--- src/rtl/fetch_pc_gen.sv ---
// Fetch PC sequencer: owns the fetch PC, uses an external adder for PC+STEP, issues one
// outstanding instruction-memory request at a time and buffers the result in a decode slot.
module fetch_pc_gen #(
  parameter logic [31:0] RESET_PC = 32'h8000_0000,
  parameter logic [31:0] STEP     = 32'd4
) (
  input  logic        clk,
  input  logic        rst_n,

  output logic [31:0] add_data1,
  output logic [31:0] add_data2,
  input  logic [31:0] add_result,

  input  logic        redirect_valid,
  input  logic [31:0] redirect_pc,
  input  logic        stall,

  output logic        if_req_valid,
  output logic [31:0] if_req_addr,
  input  logic        if_req_ready,
  input  logic        if_resp_valid,
  input  logic [31:0] if_resp_inst,

  output logic        id_valid,
  output logic [31:0] id_pc,
  output logic [31:0] id_inst,
  input  logic        id_ready
);

  typedef enum logic [1:0] {StBoot, StReq, StWait, StDrop} state_e;

  state_e      state_q, state_d;
  logic [31:0] pc_q, pc_d;
  logic [31:0] req_pc_q, req_pc_d;
  logic        id_valid_q, id_valid_d;
  logic [31:0] id_pc_q, id_pc_d;
  logic [31:0] id_inst_q, id_inst_d;

  logic slot_free;
  logic req_fire;

  // A new request may only go out when the slot will have room for its response.
  assign slot_free    = !id_valid_q || id_ready;
  assign if_req_valid = (state_q == StReq) && !redirect_valid && !stall && slot_free;
  assign req_fire     = if_req_valid && if_req_ready;

  assign add_data1   = pc_q;
  assign add_data2   = STEP;
  assign if_req_addr = pc_q;

  assign id_valid = id_valid_q;
  assign id_pc    = id_pc_q;
  assign id_inst  = id_inst_q;

  always_comb begin
    state_d    = state_q;
    pc_d       = pc_q;
    req_pc_d   = req_pc_q;
    id_valid_d = id_valid_q;
    id_pc_d    = id_pc_q;
    id_inst_d  = id_inst_q;

    if (id_valid_q && id_ready) begin
      id_valid_d = 1'b0;
    end

    if (redirect_valid) begin
      pc_d       = redirect_pc & 32'hFFFF_FFFC;
      id_valid_d = 1'b0;
      // An in-flight response must still be drained before a new request can go out.
      unique case (state_q)
        StWait, StDrop: state_d = if_resp_valid ? StReq : StDrop;
        default:        state_d = StReq;
      endcase
    end else begin
      unique case (state_q)
        StBoot: begin
          state_d = StReq;
        end
        StReq: begin
          if (req_fire) begin
            req_pc_d = pc_q;
            pc_d     = add_result;
            state_d  = StWait;
          end
        end
        StWait: begin
          if (if_resp_valid) begin
            id_valid_d = 1'b1;
            id_pc_d    = req_pc_q;
            id_inst_d  = if_resp_inst;
            state_d    = StReq;
          end
        end
        StDrop: begin
          if (if_resp_valid) begin
            state_d = StReq;
          end
        end
        default: begin
          state_d = StBoot;
        end
      endcase
    end
  end

  always_ff @(posedge clk) begin
    if (!rst_n) begin
      state_q    <= StBoot;
      pc_q       <= RESET_PC;
      req_pc_q   <= 32'h0;
      id_valid_q <= 1'b0;
      id_pc_q    <= 32'h0;
      id_inst_q  <= 32'h0;
    end else begin
      state_q    <= state_d;
      pc_q       <= pc_d;
      req_pc_q   <= req_pc_d;
      id_valid_q <= id_valid_d;
      id_pc_q    <= id_pc_d;
      id_inst_q  <= id_inst_d;
    end
  end

endmodule

--- config.mk ---
export PLATFORM = sky130hd
export DESIGN_NAME = fetch_pc_gen
export DESIGN_NICKNAME = d
export VERILOG_FILES = /design/src/rtl/fetch_pc_gen.sv
export SDC_FILE = /design/constraint.sdc
export NUM_CORES = 1
export LEC_CHECK = 0
export CORE_MARGIN = 4
export CORE_UTILIZATION = 42
export DETAILED_ROUTE_END_ITERATION = 16
export GPL_ROUTABILITY_DRIVEN = 0
export GPL_TIMING_DRIVEN = 0
export PLACE_DENSITY = 0.86
export SLEW_MARGIN = 30
export SYNTH_ARGS = -nofsm -noshare
export SYNTH_HDL_FRONTEND = slang
export SYNTH_SLANG_ARGS = --single-unit
--- constraint.sdc ---
create_clock -name clk -period 2.1 [get_ports clk]
set_input_delay 0.42 -clock clk [delete_from_list [all_inputs] [get_ports clk]]
set_output_delay 0.42 -clock clk [all_outputs]
set_load 0.01 [all_outputs]
-- Word level (Yosys, flattened, before mapping)
Index checks and enable logic that the tools add are counted.
- register bits after elaboration: 131
- word-level logic and storage cells: 45
- bits of input ports: 103
- output and inout port bits: 162
- reductions and logical operators: 19
- multiplexer cells: 12
- equality and inequality tests: 5
- bitwise operators: 2
- operators by type and width (operator ; number):
    32-bit two-way mux ; 3
    2-bit two-way mux ; 5
    2-bit case mux with 3 select lines ; 1
    2-bit AND reduction ; 3
    3-bit AND reduction ; 2
    1-bit logical AND ; 5
    2-bit == test (second input constant) ; 2
    2-bit nonzero test ; 2
    2-bit OR reduction ; 2
    1-bit logical NOT ; 3
    1-bit two-way mux ; 3
    3-bit by 1-bit != test with 1-bit output (second input constant) ; 1
    3-bit != test (second input constant) ; 1
    2-bit by 1-bit == test with 1-bit output (second input constant) ; 1
    2-bit logical NOT ; 1
    1-bit inverter ; 2
    1-bit logical OR ; 1

-- Logic depth before layout (Yosys ltp)
Gate-level depths: netlist (run 1).
- depth after elaboration: 8
- gate-level depth with buffers: 6
- mapped depth without buffers: 3

-- Worst setup path before layout (run 1)
No wires, ideal clock.
- kind: in2out
- from: input redirect_valid
- to: output if_req_valid
- buffers on the path: 3
- arrival: 1.569 ns
- slack: 0.111 ns
- stages: 5
- data required time: 1.680 ns
- path through: buf_6 or4b_4 buf_6 clkbuf_1 nor2_1
- cells in the longest elaborated chain, start to end: 4
- ends and longest elaborated chain (element ; line ; RTL):
    start: declaration ; 14 ; input logic redirect_valid,
    1-bit logical NOT ; 44 ; assign if_req_valid = (state_q == StReq) && !redirect_valid && !stall && slot_free;
    1-bit logical AND (3 in series) ; 44 ;
    end: declaration ; 18 ; output logic if_req_valid,
Every way passes these cells.

-- Worst setup path after layout (run 1)
- from: input id_ready
- to: output if_req_valid
- cells in the longest elaborated chain, start to end: 2
- ends and longest elaborated chain (element ; line ; RTL):
    start: declaration ; 27 ; input logic id_ready
    1-bit logical OR ; 43 ; assign slot_free = !id_valid_q || id_ready;
    1-bit logical AND ; 44 ;
Every way passes these cells.

==> impl_results.md, run 1 <==
* Critical Path Sink: if_req_valid
* CTS sink count at 131
* Post-synth top area share at 0.4422
* Port Buffers at 227
* Layout Nets at 1083
* Run status: finished clean
* Tot Pwr at 0.006501 W
* Critical Path Source: id_ready
* Cell Pwr Density at 705.1 nW/um2
* Register share of total power at 0.399
* Die Span Y at 126.8 um
* Initial DRC count at 304
* Worst path required time at 1680 ps
* Vias per cell at 5.148
* Buf/Inv on CP at 4
* CTS root buf: clkbuf_16
* Post-route ant nets at 0
* Hpwl dp at 14810 um
* Number of synthesized flops with an enable pin at 0
* Area leader, netlist: dfxtp_1
* Synth area leaders: dfxtp_1 (44%), nand2_1 (10%), a21oi_1 (8.5%)
* Starting Density at 0.4273
* Ports at 265
* Die area at 16090 um2
* LEAKAGE at 3.381 nW
* Pins Over Slew Limit at 0
* Clock buffer depth at 2
* Synth Warn # at 0
* FF-to-FF Start: state_q[1]$_SDFFE_PN0P_
* Fin crit share at 0.9652
* Sw frac at 0.2363
* Clk network pwr share at 0.473
* First-pass GRT wire length at 31310 um
* Top_reg_cell synth: dfxtp_1
* Area Overhead vs Synth at 55.44%
* Slowest stage delay, CP at 480 ps
* Largest net degree at the start of global routing at 19
* Worst path cell trace: clkdlybuf4s50_1 > nor2b_4 > buf_6 > buf_6 > nor2_2 > buf_2
* Sw Pwr at 0.001536 W
* Worst path depth at 6
* Synth cell count leaders: nand2_1 (159), dfxtp_1 (131), a21oi_1 (101)
* Worst-Skew Late Latency at 410 ps
* CTS tree: done
* Fin util at 0.6641
* Inserted Diodes at 0
* Post-synthesis cell area at 5931 um2
* Most frequent cell on the critical path: buf_6
* Total number of vias at 6039
* Max_cap viols at 0
* Reg2reg end: req_pc_q[7]$_SDFFE_PN0P_
* Synth Register Bits at 131
* H-tree depth at 4
* Drt total wl at 19770 um
* Die X at 126.8 um
* Initial antenna violation count at 0
* Setup Skew at 4.907 ps
* Count leader, synth: nand2_1
* Synthesized instance count at 702
* Fillers at 1190
* Final setup vio count at 0
* Critical path class: input pin to primary output
* Max Clk Rate at 493.3 MHz
* Reg2Reg Setup Slack at 140 ps
* Min Tclk post-route at 2027 ps
* Total CTS buffers at 17
* Slowest-stage cell, CP: clkdlybuf4s50_1
* Comb pwr share at 0.127
* Total congestion overflow at 0
* Synth Area per Inst at 8.448 um2
* Ys async rst share at 0
* Final hold violations at 0
* CTS clock-pin slew for the worst setup and hold paths at 50 ps
* Avg WL per Cell at 16.85 um
* Core Area at 13880 um2
* Yosys cell types at 28
* Cell family with most CP delay: buffers and inverters
* Maximum VDD drop at 0.0005880 V
* Register area share after synthesis at 0.4422
* Register-to-Register Path Depth at 5
* Share of cells above drive strength 1 at 0.1511
* Pre-antenna DRT Iters at 4
* WP data arrival at 1610 ps
* Rel. slew slack at 0.5246
* All-Layer GR Usage at 0.2428
* Worst slew pin tran at 713.1 ps
* Int Pwr at 0.004965 W
* DRC at 0
* Critical path startpoint category: input pin
* Hold crit path type: input pin to flip-flop
* Unrepaired setup endpoints after global routing: false
* Worst-path maximum fanout at 10
* Hold Path Cell Cnt at 4
* # rows at 43
* Vias in the first global route at 6084
* CP endpoint kind: primary output
per-stage QoR:
stage               instance area [um2]  hold slack [ps]  instances  setup WS (ps)  TNS [ps]
global placement                   8541            441.0       1139         -798.4    -33700
detailed placement                 8541            446.2       1139         -827.5    -37240
CTS                                9214            385.7       1172          5.156         0
global route                       9219            407.6       1173          9.010         0
floorplan                          6043            432.2        732          110.8         0
finish                             9219            401.2       1173          72.99         0
power by group through the flow:
stage                     combinational (W)  clock [W]  sequential, W
final                              0.000828    0.00308        0.00260
after global routing               0.000887    0.00323        0.00260
after global placement             0.000803          0        0.00265
after CTS                          0.000824    0.00310        0.00260
after detailed placement           0.000815          0        0.00265
after floorplan                    0.000376          0        0.00265
routing by layer:
metal  vias to the layer above  GRT usage  part of all wire
met5                         -          0                 0
met4                         0    0.07760             0.016
met3                        28    0.06021             0.072
met2                       260     0.4318              0.50
met1                      2784     0.2865              0.41
li1                       2967          -                 -
placed cells by master (no fill, tap or decap), types with 6 or more instances in the layout:
cell,instances
a31o_1,20
o31ai_1,34
a31o_2,10
o41ai_1,9
conb_1,32
nand4_1,34
clkdlybuf4s50_1,225
dfxtp_1,129
nand3_1,29
buf_4,68
nand2_1,159
clkbuf_16,17
clkbuf_1,56
a21oi_1,101
o41ai_2,20
clkinvlp_4,6
registers in the layout, summed over array words and instances, names as in the netlist:
register	count
req_pc_q	32
add_data1	32
state_q	2
id_pc	32
id_inst	32
id_valid	1
how the worst min path moves through the flow:
stage	start	to	slack, ps
2_1_floorplan	req_pc_q[0]$_SDFFE_PN0P_	id_pc[0]$_SDFFE_PN0P_	430
3_3_place_gp	req_pc_q[19]$_SDFFE_PN0P_	id_pc[19]$_SDFFE_PN0P_	440
3_5_place_dp	req_pc_q[20]$_SDFFE_PN0P_	id_pc[20]$_SDFFE_PN0P_	450
4_1_cts	redirect_valid	add_data1[31]$_SDFFE_PN1P_	390
5_1_grt	redirect_valid	add_data1[31]$_SDFFE_PN1P_	410
6_report	redirect_valid	add_data1[31]$_SDFFE_PN1P_	400
what timing repair did:
| action | 4_1_cts | 5_1_grt |
|---|---|---|
| hold buffers | 0 | 0 |
| endpoints found under the setup margin | 12 | 39 |
| resized for setup | 18 | 4 |
| setup buffers | 2 | 3 |
| pin swaps | 1 | 2 |
| gates cloned | 0 | 0 |
area by class of cell:
cell class	instances	area [um2]	area share
inverters	2	7.507	0.0008143
well taps	180	225.2	0.02443
plain buffers	133	783.3	0.08496
clock inverters	12	153.9	0.01669
multi-input cells	463	2639	0.2862
repair buffers	232	2316	0.2512
clock buffers	20	466.7	0.05062
flip-flops and latches	131	2628	0.2850
logic make-up (layout without fill, tap and decap cells):
logic type | count (synthesis) | in the layout | share of synthesized area
buffers and inverters | 138 | 399 | 0.1335
AND/OR/NAND/NOR | 234 | 234 | 0.1783
other | 2 | 32 | 0.001266
AO/OA/AOI/OAI | 197 | 197 | 0.2447
flip-flops | 131 | 131 | 0.4422
worst min-delay path: stages:
cell and delay, ps:
buf_6 130, nand2_1 70, nand2_1 60, a221o_1 100
No activity file was read; power rests on OpenSTA's default activity.
==> run 2: changes to the inputs <==
==> constraint.sdc (replaced) <==
create_clock -name clk -period 2.1 [get_ports clk]
set_input_delay 0.42 -clock clk [delete_from_list [all_inputs] [get_ports clk]]
set_output_delay 0.42 -clock clk [all_outputs]
set_load 0.1 [all_outputs]
==> run 2 against run 1 <==
  * The flow now finishes with violations (setup timing)
  * Utilization down 0.65 points
  * Largest power group unchanged
  * Combinational power rose by 90%
  * Critical endpoint unchanged
  * Worst setup slack got worse by 100 ps
  * Wire length shrank 0.89%
  * Non-clock buffer count is 2 higher
  * Clock power about the same
  * Power up 12%
  * Register-to-register slack lost 90 ps
  * Maximum frequency shrank 4.7%
  * Worst hold slack lost 26 ps
  * Sequential share of layout area increased by 0.29 points
  * Via count is 1.7% higher
==> impl_results.md, run 2 (synthesized netlist as in run 1, its figures left out) <==
* Min Tclk post-route at 2128 ps (was 2027 ps)
* Die X at 126.8 um (unchanged)
* Maximum VDD drop at 0.0005634 V (was 0.0005880 V)
* Port Buffers at 227 (unchanged)
* Final setup vio count at 1 (was 0)
* Final std cells w/o fill at 1175 (was 1173)
* FF-to-FF Start: state_q[1]$_SDFFE_PN0P_ (unchanged)
* Rel. slew slack at 0.3245 (was 0.5246)
* Comb pwr share at 0.216 (was 0.127)
* Buf/Inv on CP at 1 (was 4)
* Worst hold start: redirect_valid (unchanged)
* CTS tree: done (unchanged)
* CP endpoint kind: primary output (unchanged)
* Total CTS buffers at 17 (unchanged)
* Slowest stage delay, CP at 610 ps (was 480 ps)
* Dpl cells at 1139 (unchanged)
* Vias in the first global route at 5925 (was 6084)
* Post-route ant nets at 0 (unchanged)
* Pre-CTS WS at -1357 ps (was -827.5 ps)
* Initial antenna violation count at 0 (unchanged)
* Clock buffer depth at 2 (unchanged)
* WP data arrival at 1710 ps (was 1610 ps)
* Fin crit share at 1.013 (was 0.9652)
* Worst path required time at 1680 ps (about the same)
* Setup Skew at 6.268 ps (was 4.907 ps)
* Worst hold slack at 375.0 ps (was 401.2 ps)
* Avg WL per Cell at 16.67 um (was 16.85 um)
* Fillers at 1201 (was 1190)
* Most frequent cells in the layout: nand2_1 (159), dfxtp_1 (128), a21oi_1 (101), clkdlybuf4s50_1 (96), buf_4 (73) (was clkdlybuf4s50_1 (225), nand2_1 (159), dfxtp_1 (129), a21oi_1 (101), buf_4 (68))
* Register share of total power at 0.357 (was 0.399)
* Cell family with most CP delay: simple AND/OR/NAND/NOR gates (was buffers and inverters)
* CTS root buf: clkbuf_16 (unchanged)
* Int Pwr at 0.004967 W (was 0.004965 W)
* Drt total wl at 19590 um (was 19770 um)
* Unrepaired setup endpoints after global routing: true (was false)
* CTS clock-pin slew for the worst setup and hold paths at 60 ps (was 50 ps)
* CTS sink count at 131 (unchanged)
* Ports at 265 (unchanged)
* Cell Pwr Density at 797.2 nW/um2 (was 705.1 nW/um2)
* Inserted Diodes at 0 (unchanged)
* Hold crit path type: input pin to flip-flop (unchanged)
* All-Layer GR Usage at 0.2368 (was 0.2428)
* Core Area at 13880 um2 (unchanged)
* DRC at 0 (unchanged)
* Pins Over Slew Limit at 0 (unchanged)
* Final setup margin at -27.96 ps (was 72.99 ps)
* Tot Pwr at 0.007277 W (was 0.006501 W)
* Die area at 16090 um2 (unchanged)
* Vias per cell at 5.227 (was 5.148)
* Sw Pwr at 0.002310 W (was 0.001536 W)
* Final hold violations at 0 (unchanged)
* Failing checks: setup timing
* Worst-Skew Late Latency at 410 ps (about the same)
* Slowest-stage cell, CP: or4b_4 (was clkdlybuf4s50_1)
* Initial DRC count at 349 (was 304)
* Hpwl dp at 14520 um (was 14810 um)
* Clk network pwr share at 0.427 (was 0.473)
* Layout Nets at 1085 (was 1083)
* Largest net degree at the start of global routing at 17 (was 19)
* LEAKAGE at 3.744 nW (was 3.381 nW)
* Critical path class: flip-flop to primary output (was input pin to primary output)
* Die Span Y at 126.8 um (unchanged)
* Share of cells above drive strength 1 at 0.2181 (was 0.1511)
* First-pass GRT wire length at 30650 um (was 31310 um)
* # rows at 43 (unchanged)
* Critical Path Source: state_q[1]$_SDFFE_PN0P_ (was id_ready)
* Pre-antenna DRT Iters at 5 (was 4)
* Total congestion overflow at 0 (unchanged)
* Final setup TNS at -27.96 ps (was 0 ps)
* Starting Density at 0.4273 (unchanged)
* Worst slew pin tran at 1017 ps (was 713.1 ps)
* H-tree depth at 4 (unchanged)
* Worst path cell trace: or4b_4 > nor2_4 > buf_12 (was clkdlybuf4s50_1 > nor2b_4 > buf_6 > buf_6 > nor2_2 > buf_2)
* Worst-path maximum fanout at 7 (was 10)
* Max_cap viols at 0 (unchanged)
* Run status: finished with violations (was finished clean)
* Sw frac at 0.3175 (was 0.2363)
* Critical path startpoint category: flip-flop (was input pin)
* Max Clk Rate at 469.9 MHz (was 493.3 MHz)
* Area Overhead vs Synth at 53.92% (was 55.44%)
* Total number of vias at 6142 (was 6039)
* Commonest non-fill, non-tap cell in the layout: nand2_1 (was clkdlybuf4s50_1)
-- run 2: cell count changes in the layout (fill, tap and decap cells not counted), sizes merged --
cell / before / now
clkdlybuf4s15: 0 / 47
clkdlybuf4s50: 225 / 96
dlygate4sd2: 1 / 63
clkinvlp: 6 / 5
buf: 80 / 84
clkbuf: 79 / 98
-- run 2: worst paths after layout --
| path | endpoint | slack, ps | cells past startpoint |
|---|---|---|---|
| min | add_data1[31]$_SDFFE_PN1P_ | 380 | 4 |
| max reg2reg | req_pc_q[15]$_SDFFE_PN0P_ | 50 | 6 |
| max | if_req_valid | -30 | 3 |
| min reg2reg | id_inst[21]$_SDFFE_PN0P_ | 450 | 2 |
-- run 2: layout make-up --
| cell class | instances | area (um2) | share of cell area |
|---|---|---|---|
| clock buffers | 21 | 480.5 | 0.05263 |
| well taps | 180 | 225.2 | 0.02467 |
| multi-input cells | 463 | 2649 | 0.2902 |
| clock inverters | 11 | 150.1 | 0.01645 |
| flip-flops and latches | 131 | 2629 | 0.2880 |
| inverters | 2 | 7.507 | 0.0008224 |
| plain buffers | 132 | 772.0 | 0.08457 |
| repair buffers | 235 | 2216 | 0.2427 |
-- run 2: per-layer routing --
metal  global-route usage  part of all wire  vias up
li1                     -                 -     2972
met1               0.2861              0.41     2871
met2               0.4094              0.49      274
met3              0.06695             0.079       25
met4              0.07129             0.016        0
met5                    0                 0        -
-- run 2: power by group through the flow --
stage / clock [W] / combinational, W / sequential (W)
final: 0.00311 / 0.00157 / 0.00260
after global routing: 0.00325 / 0.00163 / 0.00260
after CTS: 0.00312 / 0.00157 / 0.00260
after detailed placement: 0 / 0.00160 / 0.00265
after global placement: 0 / 0.00159 / 0.00265
after floorplan: 0 / 0.000882 / 0.00293
-- run 2: metrics by stage --
stage / utilization / cell area (um2)
2_1_floorplan: - / 6066
3_3_place_gp: 0.6169 / 8563
3_5_place_dp: 0.6165 / 8558
4_1_cts: 0.6608 / 9173
5_1_grt: 0.6577 / 9129
6_report: 0.6577 / 9129
-- run 2: what timing repair did --
action | in CTS | in global routing
gates cloned | 0 | 0
endpoints found under the setup margin | 146 | 28
buffers inserted | 0 | 8
pin swaps | 1 | 2
resized for setup | 246 | 32
hold buffers | 0 | 0
-- run 2: worst min-delay path, stage by stage --
cell and delay, ps:
buf_8 110, nand2_1 50, nand2_1 70, a221o_1 100
==> run 3: changes to the inputs <==
- CORE_UTILIZATION: 42 -> 32
- PLACE_DENSITY: 0.86 -> 0.69
==> run 3 against run 2 <==
  * The run still ends with setup timing left
  * Critical path depth grew 1
  * Wire length grew 3.0%
  * Combinational power is essentially flat
  * Global-route usage shrank 4.9 points
  * Clock skew shrank 1.2 ps
  * Worst setup slack lost 99 ps
  * Sequential share of layout area shrank 0.37 points
  * Worst hold slack lost 18 ps
  * Cell area grew 1.3%
  * Critical endpoint unchanged
==> impl_results.md, run 3 (synthesized netlist as in run 1, its figures left out) <==
* Run status: finished with violations (unchanged)
* Failing checks: setup timing (unchanged)
* Slowest-stage cell, CP: or4b_4 (unchanged)
* Setup Skew at 5.020 ps (was 6.268 ps)
* Sw frac at 0.3180 (was 0.3175)
* Sequential cell area at 2629 um2 (unchanged)
* Unrepaired setup endpoints after global routing: true (unchanged)
* Global Route met3 Usage at 0.05919 (was 0.06695)
* Hpwl dp at 15260 um (was 14520 um)
* Clock buffer depth at 2 (unchanged)
* Cell Pwr Density at 762.8 nW/um2 (was 797.2 nW/um2)
* LEAKAGE at 3.704 nW (was 3.744 nW)
* Largest net degree at the start of global routing at 17 (unchanged)
* Total congestion overflow at 0 (unchanged)
* Min Tclk post-route at 2227 ps (was 2128 ps)
* Pre-CTS WS at -1350 ps (was -1357 ps)
* Worst path required time at 1680 ps (about the same)
* Starting Density at 0.3279 (was 0.4273)
* H-tree depth at 4 (unchanged)
* Hold crit path type: input pin to flip-flop (unchanged)
* WP data arrival at 1810 ps (was 1710 ps)
* Int Pwr at 0.004811 W (was 0.004967 W)
* Port Buffers at 227 (unchanged)
* Fin crit share at 1.061 (was 1.013)
* Core Area at 18090 um2 (was 13880 um2)
* CTS tree: done (unchanged)
* CTS clock-pin slew for the worst setup and hold paths at 50 ps (was 60 ps)
* Pins Over Slew Limit at 0 (unchanged)
* Hold Buf Count CTS at 0 (unchanged)
* CP endpoint kind: primary output (unchanged)
* Share of cells above drive strength 1 at 0.2161 (was 0.2181)
* Avg WL per Cell at 16.49 um (was 16.67 um)
* Multi-input gate area at 2639 um2 (was 2649 um2)
* Worst-path maximum fanout at 8 (was 7)
* Total number of vias at 5838 (was 6142)
* Initial DRC count at 262 (was 349)
* Clk network pwr share at 0.407 (was 0.427)
* Fillers at 1756 (was 1201)
* First-pass GRT wire length at 30180 um (was 30650 um)
* Worst path cell trace: or4b_4 > clkbuf_16 > nor2_4 > buf_12 (was or4b_4 > nor2_4 > buf_12)
* Maximum VDD drop at 0.0005459 V (was 0.0005634 V)
* Register share of total power at 0.369 (was 0.357)
* Most frequent cells in the layout: nand2_1 (159), dfxtp_1 (128), a21oi_1 (101), clkdlybuf4s50_1 (96), buf_4 (73) (unchanged)
* Final setup margin at -127.2 ps (was -27.96 ps)
* Die X at 144.1 um (was 126.8 um)
* Ports at 265 (unchanged)
* DRC at 0 (unchanged)
* # rows at 49 (was 43)
* Worst hold slack at 357.5 ps (was 375.0 ps)
* Drt total wl at 20190 um (was 19590 um)
* GRT busiest layer: met2 (unchanged)
* Sw Pwr at 0.002244 W (was 0.002310 W)
* CTS root buf: clkbuf_16 (unchanged)
* Critical path startpoint category: flip-flop (unchanged)
* Total CTS buffers at 17 (unchanged)
* Area Overhead vs Synth at 55.95% (was 53.92%)
* Worst slew pin tran at 1012 ps (was 1017 ps)
* Die area at 20770 um2 (was 16090 um2)
* GR Layer Usage met1 at 0.2295 (was 0.2861)
* Final setup vio count at 1 (unchanged)
* All-Layer GR Usage at 0.1883 (was 0.2368)
* Vias per cell at 4.770 (was 5.227)
* CTS sink count at 131 (unchanged)
* Commonest non-fill, non-tap cell in the layout: nand2_1 (unchanged)
* Max_cap viols at 0 (unchanged)
* Pre-antenna DRT Iters at 5 (unchanged)
* Die Span Y at 144.1 um (was 126.8 um)
* Max Clk Rate at 449.0 MHz (was 469.9 MHz)
* Met2 Use GR at 0.3229 (was 0.4094)
* Slowest stage delay, CP at 570 ps (was 610 ps)
* Post-route ant nets at 0 (unchanged)
* Inserted Diodes at 0 (unchanged)
* Final hold violations at 0 (unchanged)
* Vias in the first global route at 5661 (was 5925)
* Initial antenna violation count at 1 (was 0)
* Comb pwr share at 0.224 (was 0.216)
* Layout Nets at 1086 (was 1085)
* Rel. slew slack at 0.3278 (was 0.3245)
* Critical path class: flip-flop to primary output (unchanged)
* Worst-Skew Late Latency at 410 ps (about the same)
[run 3: changes by cell type in the layout (fill, tap and decap cells not counted), sizes merged]
cell,before,now
bufinv,3,2
clkinvlp,5,4
inv,3,2
clkdlybuf4s15,47,67
clkbuf,98,87
clkinv,2,3
dlygate4sd2,63,56
[run 3: final cells by class]
cell class | instances | share of cell area
multi-input cells | 463 | 0.2853
flip-flops and latches | 131 | 0.2842
repair buffers | 235 | 0.2497
plain buffers | 133 | 0.08631
clock buffers | 22 | 0.05127
well taps | 229 | 0.03098
clock inverters | 9 | 0.01136
inverters | 2 | 0.0008117
[run 3: worst paths after layout]
| check | from | to | slack [ps] | cells after the start |
|---|---|---|---|---|
| max reg2reg | state_q[1]$_SDFFE_PN0P_ | req_pc_q[1]$_SDFFE_PN0P_ | 220 | 5 |
| min reg2reg | id_inst[8]$_SDFFE_PN0P_ | id_inst[8]$_SDFFE_PN0P_ | 450 | 2 |
| max | state_q[1]$_SDFFE_PN0P_ | if_req_valid | -130 | 4 |
| min | redirect_valid | add_data1[31]$_SDFFE_PN1P_ | 360 | 4 |
[run 3: layer usage]
layer	part of all wire	vias up
met2	0.48	234
li1	-	2966
met4	0.0095	2
met1	0.43	2619
met5	0.00035	-
met3	0.087	17
[run 3: repair_timing]
| action | in CTS | in global routing |
|---|---|---|
| cloned | 0 | 0 |
| setup endpoints to repair | 141 | 17 |
| pin swaps | 1 | 3 |
| buffers inserted | 0 | 8 |
| hold endpoints to repair | 0 | 0 |
| resized for setup | 268 | 16 |
[run 3: power groups by stage]
stage	clock network [W]	registers (W)	logic [W]
floorplan	0	0.00293	0.000882
global placement	0	0.00266	0.00159
detailed placement	0	0.00266	0.00160
CTS	0.00293	0.00260	0.00158
global route	0.00305	0.00261	0.00164
finish	0.00287	0.00260	0.00158
[run 3: through the flow]
step	power, W	cell area (um2)	utilization	TNS [ps]	cells
after floorplan	0.003811	6066	-	-129.7	732
after global placement	0.004249	8625	0.4769	-41080	1188
after detailed placement	0.004253	8620	0.4766	-40630	1188
after CTS	0.007113	9210	0.5092	-230.5	1218
after global routing	0.007298	9249	0.5114	-181.9	1224
final	0.007055	9249	0.5114	-127.2	1224
[run 3: critical path: cells and delay by family (launching register included)]
kind | cells | cell delay (ps)
buf+inv | 2 | 370
simple gates | 2 | 660
flops | 1 | 350
